==> config.mk <==
export PLATFORM = sky130hd
export DESIGN_NAME = mem_dma
export DESIGN_NICKNAME = d
export VERILOG_FILES = /design/src/rtl/mem_dma.sv
export SDC_FILE = /design/constraint.sdc
export NUM_CORES = 1
export LEC_CHECK = 0
export CORE_ASPECT_RATIO = 0.6
export CORE_MARGIN = 2
export CORE_UTILIZATION = 52
export DETAILED_ROUTE_END_ITERATION = 10
export HOLD_SLACK_MARGIN = 0.02
export PLACE_DENSITY = 0.81
export REMOVE_ABC_BUFFERS = 1
export SLEW_MARGIN = 10
export SYNTH_ARGS = -nofsm -noshare
export SYNTH_HDL_FRONTEND = slang
export SYNTH_SLANG_ARGS = --single-unit
export TNS_END_PERCENT = 10
==> constraint.sdc <==
create_clock -name clk -period 3.7 [get_ports clk]
set_input_delay 0.74 -clock clk [delete_from_list [all_inputs] [get_ports clk]]
set_output_delay 0.74 -clock clk [all_outputs]
set_load 0.02 [all_outputs]
==> src/rtl/mem_dma.sv <==
// Block-transfer engine on the data-memory port: word copy (src -> dst) or constant fill.
// Writes that land on the hard-wired low window (0..PROT_TOP) are dropped and flagged in err.
//
// state  | meaning
// -------+------------------------------------------------------------
// IDLE   | waiting for a command, memory port quiet, cmd_ready high
// RD     | copy only: present src+i, capture load data into the buffer
// WR     | present dst+i with buffer/fill data, strobe unless protected
// DONE   | one-cycle done pulse, then back to IDLE
module mem_dma #(
    parameter int ADDR_W   = 16,
    parameter int DATA_W   = 16,
    parameter int PROT_TOP = 2
) (
    input  logic              clk,
    input  logic              rst_n,
    input  logic              cmd_valid,
    output logic              cmd_ready,
    input  logic              cmd_mode,
    input  logic [ADDR_W-1:0] cmd_src,
    input  logic [ADDR_W-1:0] cmd_dst,
    input  logic [ADDR_W-1:0] cmd_len,
    input  logic [DATA_W-1:0] cmd_fill,
    output logic [ADDR_W-1:0] mem_addr,
    output logic [DATA_W-1:0] mem_st_data,
    output logic              mem_we,
    input  logic [DATA_W-1:0] mem_ld_data,
    output logic              busy,
    output logic              done,
    output logic              err,
    output logic [ADDR_W-1:0] words_done
);

    typedef enum logic [1:0] {
        S_IDLE = 2'd0,
        S_RD   = 2'd1,
        S_WR   = 2'd2,
        S_DONE = 2'd3
    } state_t;

    localparam logic              MODE_FILL = 1'b1;
    localparam logic [ADDR_W-1:0] PROT_ADDR = ADDR_W'(PROT_TOP);
    localparam logic [ADDR_W-1:0] ONE       = ADDR_W'(1);

    state_t state_q;
    state_t state_d;

    logic              mode_q;
    logic [ADDR_W-1:0] src_q;
    logic [ADDR_W-1:0] dst_q;
    logic [ADDR_W-1:0] len_q;
    logic [DATA_W-1:0] fill_q;
    logic [DATA_W-1:0] buf_q;
    logic [ADDR_W-1:0] idx_q;
    logic              err_q;

    logic              accept;
    logic              last_word;
    logic [ADDR_W-1:0] rd_addr;
    logic [ADDR_W-1:0] wr_addr;
    logic              wr_prot;

    // Address sums wrap naturally at ADDR_W bits; the wrapped destination is what gets checked.
    assign rd_addr   = src_q + idx_q;
    assign wr_addr   = dst_q + idx_q;
    assign wr_prot   = (wr_addr <= PROT_ADDR);
    assign last_word = ((idx_q + ONE) == len_q);
    assign accept    = cmd_valid && (state_q == S_IDLE);

    // State register
    always_ff @(posedge clk or negedge rst_n) begin
        if (!rst_n) begin
            state_q <= S_IDLE;
        end else begin
            state_q <= state_d;
        end
    end

    // Next-state logic
    always_comb begin
        state_d = state_q;
        case (state_q)
            S_IDLE: begin
                if (cmd_valid) begin
                    if (cmd_len == '0) begin
                        state_d = S_DONE;
                    end else if (cmd_mode == MODE_FILL) begin
                        state_d = S_WR;
                    end else begin
                        state_d = S_RD;
                    end
                end
            end
            S_RD: begin
                state_d = S_WR;
            end
            S_WR: begin
                if (last_word) begin
                    state_d = S_DONE;
                end else if (mode_q == MODE_FILL) begin
                    state_d = S_WR;
                end else begin
                    state_d = S_RD;
                end
            end
            S_DONE: begin
                state_d = S_IDLE;
            end
            default: begin
                state_d = S_IDLE;
            end
        endcase
    end

    // Output logic
    always_comb begin
        mem_addr    = '0;
        mem_st_data = '0;
        mem_we      = 1'b0;
        cmd_ready   = 1'b0;
        busy        = 1'b1;
        done        = 1'b0;
        case (state_q)
            S_IDLE: begin
                cmd_ready = 1'b1;
                busy      = 1'b0;
            end
            S_RD: begin
                mem_addr = rd_addr;
            end
            S_WR: begin
                mem_addr    = wr_addr;
                mem_st_data = (mode_q == MODE_FILL) ? fill_q : buf_q;
                mem_we      = !wr_prot;
            end
            S_DONE: begin
                done = 1'b1;
            end
            default: begin
                busy = 1'b1;
            end
        endcase
    end

    // Command latch and transfer datapath; idx_q doubles as the words_done count.
    always_ff @(posedge clk or negedge rst_n) begin
        if (!rst_n) begin
            mode_q <= 1'b0;
            src_q  <= '0;
            dst_q  <= '0;
            len_q  <= '0;
            fill_q <= '0;
            buf_q  <= '0;
            idx_q  <= '0;
            err_q  <= 1'b0;
        end else if (accept) begin
            mode_q <= cmd_mode;
            src_q  <= cmd_src;
            dst_q  <= cmd_dst;
            len_q  <= cmd_len;
            fill_q <= cmd_fill;
            idx_q  <= '0;
            err_q  <= 1'b0;
        end else if (state_q == S_RD) begin
            buf_q <= mem_ld_data;
        end else if (state_q == S_WR) begin
            idx_q <= idx_q + ONE;
            if (wr_prot) begin
                err_q <= 1'b1;
            end
        end
    end

    assign err        = err_q;
    assign words_done = idx_q;

endmodule

==> results.md <==
* CTS root buf: clkbuf_16
* TritonCTS clock tree: yes
* Netlist cell types at 59
* Final Max Slew Viols at 0
* Worst-Margin Slew at 1.08 ns
* Final-layout fill cell count at 862
* Commonest non-fill, non-tap cell in the layout: clkdlybuf4s50_1
* Post-route setup slack at -0.172 ns
* CP max FO at 5
* Initial DRC Count at 470
* Number of inserted diodes at 0
* Worst VDD drop at 0.197 mV
* Most frequent cells in the layout: clkdlybuf4s50_1 (122), dfrtp_1 (99), mux2_2 (81), buf_4 (68), nand2_1 (36)
* Worst rel slew slack at 0.283
* Required time worst endpoint at 2.96 ns
* Async SR Flop Fraction at 1.00
* Leak pwr at 3.99 nW
* Drc violations at 0
* Via count at 5,892
* Violated checks: negative setup slack
* Post-synth top flop: dfrtp_1
* H-tree level count at 3
* Setup TNS at -0.656 ns
* Crit path DAT at 3.13 ns
* Die height at 90.6 um
* Mapped cell area at 6500 um^2
* Final-stage net count at 939
* Gp weighted congestion at 0.990
* CP max stage delay at 0.46 ns
* Post-DRT Antenna Nets at 0
* Critical-path cell list: buf_4, ha_1, a211oi_2, o21ai_1, a22oi_2, a21oi_2, a211oi_1, nor3_1, nor3b_1, a221o_1, clkdlybuf4s15_2
* Row count at 31
* I/O pins at 137
* Core area at 12,100 um^2
* Routed WL at 18,900 um
* Worst Hold Class: register to register
* Crit path time final at 3.87 ns
* Yosys reg bits at 100
* Die W at 148 um
* Outcome: complete, but fails checks
* Crit path max-delay cell type: dfrtp_2
* Fin util at 0.728
* Vias in the first global route at 5,936
* Maxcap violations at 0
* Final hold slack at 0.507 ns
* Drt wl/cell at 19.1 um
* Post-CTS Hold Buffers at 0
* Post-synthesis sequential area ratio at 0.385
* Initial core utilization at 0.535
* Clock slew at reported path FFs at 0.07 ns
* Highest Clock Rate at 0.258 GHz
* TritonCTS buffer count at 9
* TritonRoute pass-1 iters at 5
* Mean post-synth cell area at 10.2 um^2
* Port-buffer cells at 136
* Worst setup EP type: primary output
* Final Setup Violations at 5
* Synth Instances at 637
* DP HPWL at 14,000 um
* Post-route insts no fill at 988
* Pre-CTS WS at -0.409 ns
* P per Cell Area at 245 nW/um^2
* Final worst path period share at 1.05
* CP startpoint kind: register
* Initial antenna violation count at 0
* Post-synth EDFFs at 0
* Kind of critical path: register to primary output
* RSZ-0062 raised after global routing: yes
* Ys Warns at 0
* Via density at 5.96
* Worst skew pair latency at 0.35 ns
* Final hold vios at 0
* Clock Skews at 0.00766 ns
* DP Cell Count at 966
* Clk sinks at 100
* Max clock buf depth at 2
* Global route overflow at 0
* Global Route Usage Sum at 0.285
* Area grow syn2layout at 35.9%
* First-pass GRT wire length at 30,500 um
* Layout cell share with drive strength beyond 1 at 0.249
* DIE AREA at 13,400 um^2
* Largest net degree at the start of global routing at 86
-- path summary, 6_finish.rpt --
path,start,to,slack (ns),depth (start not counted)
min,buf_q[9]$_DFFE_PN0P_,buf_q[9]$_DFFE_PN0P_,0.51,1
max in group asynchronous,rst_n,len_q[4]$_DFFE_PN0P_,2.33,2
max,words_done[1]$_DFFE_PN0P_,mem_addr[15],-0.17,11
max reg2reg,words_done[2]$_DFFE_PN0P_,err$_DFFE_PN0P_,0.71,11
min in group asynchronous,rst_n,mode_q$_DFFE_PN0P_,0.54,1
min reg2reg,buf_q[9]$_DFFE_PN0P_,buf_q[9]$_DFFE_PN0P_,0.51,1
-- what timing repair did --
action	4_1_cts	5_1_grt
pin swaps	10	16
setup buffers	3	3
setup endpoints to repair	13	12
gates resized for setup	58	26
-- metal layers --
layer  track usage  part of all wire  up-vias
met3        0.0687             0.089       43
li1              -                 -     2694
met4        0.0770             0.020        0
met5             0                 0        -
met1         0.410              0.45     2836
met2         0.430              0.44      319
-- where the power goes --
| part | leakage, nW | switching (W) | internal [W] | total [W] |
|---|---|---|---|---|
| combinational | 2.53 | 0.0000633 | 0.000104 | 0.000168 |
| clock | 0.122 | 0.000413 | 0.000476 | 0.000889 |
| sequential | 1.34 | 0.00000449 | 0.00110 | 0.00111 |
-- cell families (layout without fill, tap and decap cells) --
logic type      count (synthesis)  after routing  share of synthesized area
buf+inv                        40            226                     0.0283
flops                         100            100                      0.385
fa+ha+maj                      37             37                     0.0736
simple gates                  178            178                      0.145
compound gates                141            141                      0.143
mux                            98             98                      0.167
xor+xnor                       43             43                     0.0580
-- layout make-up --
cell class / instances / area, um^2 / area share
Clock buffer: 13 / 250 / 0.0283
Multi-Input combinational cell: 497 / 3980 / 0.451
Inverter: 10 / 37.5 / 0.00425
Timing Repair Buffer: 200 / 1830 / 0.207
Tap cell: 165 / 206 / 0.0234
Clock inverter: 3 / 22.5 / 0.00255
Sequential cell: 100 / 2500 / 0.283
-- through the flow --
stage / total power, W / instance area [um^2]
floorplan: 0.00116 / 6350
finish: 0.00216 / 8830
CTS: 0.00218 / 8720
global route: 0.00223 / 8830
detailed placement: 0.00130 / 8370
global placement: 0.00129 / 8370
-- sequential cells by signal, indices dropped and copies added, names as in the netlist --
| name | flops |
|---|---|
| words_done | 16 |
| state_q | 2 |
| len_q | 16 |
| fill_q | 16 |
| src_q | 16 |
| dst_q | 16 |
| err | 1 |
| mode_q | 1 |
| buf_q | 16 |
-- Yosys cell counts, types with 4 or more instances --
cell type | count | area (um^2)
dfrtp_1 | 100 | 2500
mux2_2 | 81 | 912
nand2_1 | 36 | 135
ha_1 | 35 | 438
o21ai_0 | 34 | 170
nor2_1 | 33 | 124
nor2b_1 | 33 | 206
a21oi_1 | 29 | 145
xnor2_1 | 28 | 245
nand3_1 | 20 | 100
clkbuf_1 | 18 | 67.6
mux2i_1 | 17 | 170
a22oi_1 | 15 | 113
xor2_1 | 15 | 131
inv_1 | 10 | 37.5
nor3_1 | 8 | 40.0
a21o_1 | 7 | 52.6
nor4_1 | 7 | 43.8
o31ai_1 | 7 | 52.6
a31oi_1 | 6 | 37.5
and2_1 | 6 | 37.5
nand2b_1 | 6 | 37.5
nand4_1 | 6 | 37.5
a211oi_1 | 5 | 37.5
buf_1 | 5 | 18.8
o21bai_1 | 5 | 37.5
and3_1 | 4 | 25.0
and4_1 | 4 | 35.0
buf_6 | 4 | 45.0
nor3b_1 | 4 | 30.0
o21a_1 | 4 | 30.0
-- worst max-delay path: cells and delay by family (launching register included) --
| family | cells | cell delay, ns |
|---|---|---|
| compound gates | 6 | 1.21 |
| fa+ha+maj | 1 | 0.32 |
| buf+inv | 2 | 0.42 |
| flops | 1 | 0.46 |
| simple gates | 2 | 0.39 |
Power figures use the tool's default switching activity.
